--- config.mk ---
export PLATFORM = sky130hd
export DESIGN_NAME = elastic_fifo
export DESIGN_NICKNAME = d
export VERILOG_FILES = /design/src/rtl/elastic_fifo.sv
export SDC_FILE = /design/constraint.sdc
export NUM_CORES = 1
export LEC_CHECK = 0
export CAP_MARGIN = 20
export CORE_AREA = 2 2 263 265
export DETAILED_ROUTE_END_ITERATION = 8
export DIE_AREA = 0 0 265 267
export GPL_TIMING_DRIVEN = 0
export HOLD_SLACK_MARGIN = 0.03
export MAX_ROUTING_LAYER = met4
export PLACE_DENSITY = 0.79
export SETUP_SLACK_MARGIN = 0.15
export SLEW_MARGIN = 5
export SYNTH_ARGS = -nofsm -noshare
export SYNTH_HDL_FRONTEND = slang
export SYNTH_SLANG_ARGS = --single-unit
export TNS_END_PERCENT = 5
--- constraint.sdc ---
create_clock -name clock -period 6.1 [get_ports clock]
set_input_delay 1.22 -clock clock [delete_from_list [all_inputs] [get_ports clock]]
set_output_delay 1.22 -clock clock [all_outputs]
set_load 0.05 [all_outputs]
--- src/rtl/elastic_fifo.sv ---
// elastic_fifo: synchronous FIFO with arbitrary depth, selectable output mode
// (registered read-request or first-word-fall-through), occupancy count,
// almost-full/almost-empty flags, synchronous flush and a sticky overflow flag.
// Handshake: a write is accepted on an edge where io_din_v & io_din_r; a read
// is accepted on an edge where io_dout_r and the FIFO is not empty (in FWFT
// mode that is io_dout_v & io_dout_r). io_flush wins over both.
module elastic_fifo #(
    parameter int DATA_WIDTH = 32,
    parameter int FIFO_DEPTH = 32,
    parameter int FWFT       = 0,
    parameter int AF_LEVEL   = 28,
    parameter int AE_LEVEL   = 4,
    localparam int PTR_W     = (FIFO_DEPTH > 2) ? $clog2(FIFO_DEPTH) : 1,
    localparam int CNT_W     = $clog2(FIFO_DEPTH + 1)
) (
    input  logic                  clock,
    input  logic                  reset,
    input  logic                  io_flush,
    input  logic [DATA_WIDTH-1:0] io_din,
    input  logic                  io_din_v,
    output logic                  io_din_r,
    output logic [DATA_WIDTH-1:0] io_dout,
    output logic                  io_dout_v,
    input  logic                  io_dout_r,
    output logic [CNT_W-1:0]      io_count,
    output logic                  io_almost_full,
    output logic                  io_almost_empty,
    output logic                  io_overflow
);

    logic [DATA_WIDTH-1:0] mem_q [FIFO_DEPTH];
    logic [PTR_W-1:0]      wr_ptr_q, wr_ptr_d;
    logic [PTR_W-1:0]      rd_ptr_q, rd_ptr_d;
    logic [CNT_W-1:0]      count_q, count_d;
    logic                  overflow_q, overflow_d;
    logic                  full, empty, push, pop;
    logic [DATA_WIDTH-1:0] rd_data;

    // Full/empty come straight from the count register, so they are glitch-free
    // and never depend on same-cycle inputs.
    assign full    = (count_q == CNT_W'(FIFO_DEPTH));
    assign empty   = (count_q == '0);
    assign push    = io_din_v & ~full & ~io_flush;
    assign pop     = io_dout_r & ~empty & ~io_flush;
    assign rd_data = mem_q[rd_ptr_q];

    assign io_din_r        = ~full;
    assign io_count        = count_q;
    assign io_almost_full  = (count_q >= CNT_W'(AF_LEVEL));
    assign io_almost_empty = (count_q <= CNT_W'(AE_LEVEL));
    assign io_overflow     = overflow_q;

    // Next-state for pointers, count and overflow; pointers wrap explicitly so
    // non-power-of-two depths work.
    always_comb begin
        wr_ptr_d   = wr_ptr_q;
        rd_ptr_d   = rd_ptr_q;
        count_d    = count_q;
        overflow_d = overflow_q;
        if (io_flush) begin
            wr_ptr_d   = '0;
            rd_ptr_d   = '0;
            count_d    = '0;
            overflow_d = 1'b0;
        end else begin
            if (push) begin
                wr_ptr_d = (wr_ptr_q == PTR_W'(FIFO_DEPTH - 1)) ? '0 : wr_ptr_q + 1'b1;
            end
            if (pop) begin
                rd_ptr_d = (rd_ptr_q == PTR_W'(FIFO_DEPTH - 1)) ? '0 : rd_ptr_q + 1'b1;
            end
            if (push && !pop) begin
                count_d = count_q + 1'b1;
            end else if (pop && !push) begin
                count_d = count_q - 1'b1;
            end
            // A write attempt against a full FIFO is remembered until flush/reset,
            // even when a same-cycle pop frees a slot for the next cycle.
            if (io_din_v && full) begin
                overflow_d = 1'b1;
            end
        end
    end

    // Control state register with asynchronous active-low clear.
    always_ff @(posedge clock or negedge reset) begin
        if (!reset) begin
            wr_ptr_q   <= '0;
            rd_ptr_q   <= '0;
            count_q    <= '0;
            overflow_q <= 1'b0;
        end else begin
            wr_ptr_q   <= wr_ptr_d;
            rd_ptr_q   <= rd_ptr_d;
            count_q    <= count_d;
            overflow_q <= overflow_d;
        end
    end

    // Storage array; contents are deliberately not reset.
    always_ff @(posedge clock) begin
        if (push) begin
            mem_q[wr_ptr_q] <= io_din;
        end
    end

    generate
        if (FWFT == 0) begin : g_registered
            logic [DATA_WIDTH-1:0] dout_q, dout_d;
            logic                  dout_v_q, dout_v_d;

            // Read-request mode: capture the head on each accepted pop; data
            // holds otherwise and valid is a one-cycle pulse per pop.
            always_comb begin
                dout_d   = dout_q;
                dout_v_d = pop;
                if (pop) begin
                    dout_d = rd_data;
                end
            end

            // Output register with asynchronous active-low clear.
            always_ff @(posedge clock or negedge reset) begin
                if (!reset) begin
                    dout_q   <= '0;
                    dout_v_q <= 1'b0;
                end else begin
                    dout_q   <= dout_d;
                    dout_v_q <= dout_v_d;
                end
            end

            assign io_dout   = dout_q;
            assign io_dout_v = dout_v_q;
        end else begin : g_fwft
            // Head of the queue is presented directly; zero while empty.
            assign io_dout_v = ~empty;
            assign io_dout   = empty ? '0 : rd_data;
        end
    endgenerate

endmodule
==> run_results.csv <==
group,metric,value,unit
timing,fin_crit_sh,0.6596,
critical_path,r2r_setup_slack,2.08,ns
critical_path,crit_top_cell,"buf_6",
critical_path,worst-path-buf-inv,2,
critical_path,arrival,4.55,ns
timing,whs,0.4829,ns
synth,synth-xor-area-share,0.0004180,
timing,worst_pin_slew,1.158,ns
synth,synth_edf_count,1024,
synth,synth_area,0.04191,mm2
routing,dr.pass1.iters,6,
critical_path,critPathRequiredTime,6.62,ns
synth,synthSimpleGateAreaFrac,0.02514,
power_and_ir_drop,p_per_area,365.7,mW/mm2
timing,finalMaxSlewViolations,0,
placed_design,portBuffers,77,
clock_tree,clock_latency,0.68,ns
routing,dr.first_iter.drc_count,3340,
outcome,outcome,"completed",
global_route,grtUsageTotal,0.3307,
critical_path,cp_cell_sequence,"buf_6 -> or4_4 -> buf_6 -> o31ai_2 -> nand2_1 -> ha_1 -> a211oi_1 -> o21a_1 -> nor4_1 -> o21ai_0 -> a31oi_1",
global_route,antenna_found_initial,3,
critical_path,cp_max_fo,9,
synth,yosys.area.top_type,"edfxtp_1",
routing,wl_met2,54.61,mm
synth,ys_top_cells_by_area,"edfxtp_1, mux4_2, mux2i_1",
timing,hold_viol,0,
clock_tree,cts.sinks,1074,
finish,syn_to_final_growth,16.14,%
critical_path,r2r_cells,11,
clock_tree,htreeDepth,3,
synth,syn_nets,2150,
critical_path,endpoint_kind,"register",
global_route,grt_pass1_vias,23451,
clock_tree,path_clk_slew,0.06,ns
clock_tree,post-cts-setup-buffer-count,0,
power_and_ir_drop,vdd_drop_max,0.0004202,V
clock_tree,cts_tree,"built",
clock_tree,cts_resized,0,
job,max_cap_viol_count,0,
routing,drc,0,
die,io_pins,80,
synth,synth_compound_area_frac,0.06025,
synth,syn-instance-count,2101,
synth,yosysWarnings,0,
die,die_h,267,um
finish,nNetsFinal,2384,
clock_tree,cts_root_buf,"clkbuf_16",
routing,viasPerCell,7.004,
finish,drive_above_1_share,0.2058,
die,initial_core_util,0.6164,
synth,ys_seq_area_frac,0.7636,
synth,synthMuxAreaShare,0.1308,
routing,vias,23177,
critical_path,r2r-end,"io_count[5]",
critical_path,crit_family,"compound AO/OA/AOI/OAI gates",
synth,ys.flop_type,"edfxtp_1",
routing,wl_per_cell,33.63,um
power_and_ir_drop,leakagePower,15.33,nW
clock_tree,hold_buffers,0,
die,die_area,0.07076,mm2
timing,finalSetupViolations,0,
critical_path,startpoint,"io_count[0]",
synth,synth_area_per_cell,19.95,um2
clock_tree,cts_buffers,102,
timing,fin_worst_skew,0.02879,ns
synth,async_flop_share,0.04655,
routing,route.met3.wl,11.29,mm
finish,layout_common_cells,"edfxtp_1, mux2i_1, mux4_2, o221ai_1, clkbuf_16",
synth,synth_top_area_frac,0.7338,
die,core-area,0.06799,mm2
timing,fmax,248.5,MHz
global_route,grt_overflow,0,
finish,final_common_cell,"edfxtp_1",
global_route,grt_max_degree,33,
timing,grt_setup_unrepaired,"no",
synth,synth_top_family_by_area,"multiplexers",
clock_tree,cts_max_path_buffers,3,
routing,highest_layer,"met4",
global_route,grt_pass1_wl,159.8,mm
timing,slew_headroom,0.2256,
critical_path,startpoint_type,"register",
synth,synth_cell_types,54,
critical_path,crit_slowest_cell,"o31ai_2",
placed_design,dp_hpwl,70.95,mm
critical_path,critPathMaxStageDelay,0.77,ns
synth,synth-seq-cells,1074,
routing,met1_length,39.25,mm
timing,period_needed,4.023,ns
critical_path,regToRegStartpoint,"io_count[0]",
timing,fin_setup_tns,0,ns
placed_design,gp_congestion,0.8547,
die,die_w,265,um
critical_path,path_class,"reg2reg",
routing,drt.antenna.violating_nets,0,
min_path,hold_path_class,"in2async",
routing,postRouteWirelength,111.3,mm
die,fp-row-count,96,
synth,synth_fa_ha_area_frac,0.003762,
-- metrics by stage --
step	area (um2)	cells	setup WS, ns	total power [mW]	utilization
2_1_floorplan	41910	2101	2.305	10.41	-
3_3_place_gp	43780	3060	-0.3981	11.30	0.6440
3_5_place_dp	45130	3106	1.814	11.43	0.6639
4_1_cts	48560	3300	2.072	17.79	0.7143
5_1_grt	48670	3309	1.960	18.21	0.7158
6_report	48670	3309	2.077	17.80	0.7158
-- cell type report --
type                    instances  area, um2
flip-flops and latches       1074      32000
fillers                      3732      19320
multi-input cells             888       9474
clock buffers                 155       2953
repair buffers                130       1982
well taps                     882       1104
plain buffers                 128      629.4
clock inverters                39      478.0
inverters                      11      41.29
diodes                          2      5.005
-- state kept, by name (all words and copies together) (netlist names) --
register,flops
mem_q,1024
rd_ptr_q,5
io_dout_v,1
wr_ptr_q,5
io_overflow,1
io_count,6
io_dout,32
-- power by group --
part,internal (mW),total [mW],switching [mW]
combinational,1.14,2.98,1.83
sequential,8.24,8.37,0.133
clock,3.74,6.45,2.71
-- cells by family (layout without fill, tap and decap cells) --
group / Yosys count / count (layout)
flops: 1074 / 1074
mux: 385 / 385
compound gates: 329 / 329
simple gates: 160 / 160
buf+inv: 139 / 463
fa+ha+maj: 12 / 12
xor+xnor: 2 / 2
other cells: 0 / 2
-- synth_stat cells, types with 2 or more instances --
library cell	count
a211o_1	2
a211oi_1	3
a21o_1	3
a21oi_1	44
a21oi_2	30
a31oi_1	5
and2_1	2
and3_1	2
buf_1	3
buf_12	3
buf_2	53
buf_4	5
buf_6	2
clkbuf_1	62
dfrtp_1	50
edfxtp_1	1024
ha_1	11
inv_1	11
mux2i_1	255
mux4_2	130
nand2_1	48
nand3_1	6
nand3b_1	3
nor2_1	48
nor3_1	4
nor3b_1	2
nor4_1	2
nor4b_1	2
nor4b_2	30
o21ai_0	9
o221ai_1	126
o22ai_1	63
o2bb2ai_1	31
o31ai_1	3
o31ai_2	2
or4_1	2
or4b_2	2
xor2_1	2
-- how the worst max path moves through the flow --
| stage | to | cells past startpoint | slack, ns |
|---|---|---|---|
| after CTS | io_din_r | 6 | 2.07 |
| after detailed placement | mem_q[11][17] | 7 | 1.81 |
| after global placement | mem_q[8][17] | 5 | -0.40 |
| after global routing | io_count[5] | 11 | 1.96 |
| after floorplan | io_almost_empty | 3 | 2.30 |
| final | io_count[5] | 11 | 2.08 |
-- metal layers --
layer,global-route usage,vias to the layer above
li1,-,9296
met1,0.4144,11802
met2,0.5266,1695
met3,0.06264,384
met4,0.1623,0
met5,-,-
Note: power is estimated with default switching activity, not from simulation.
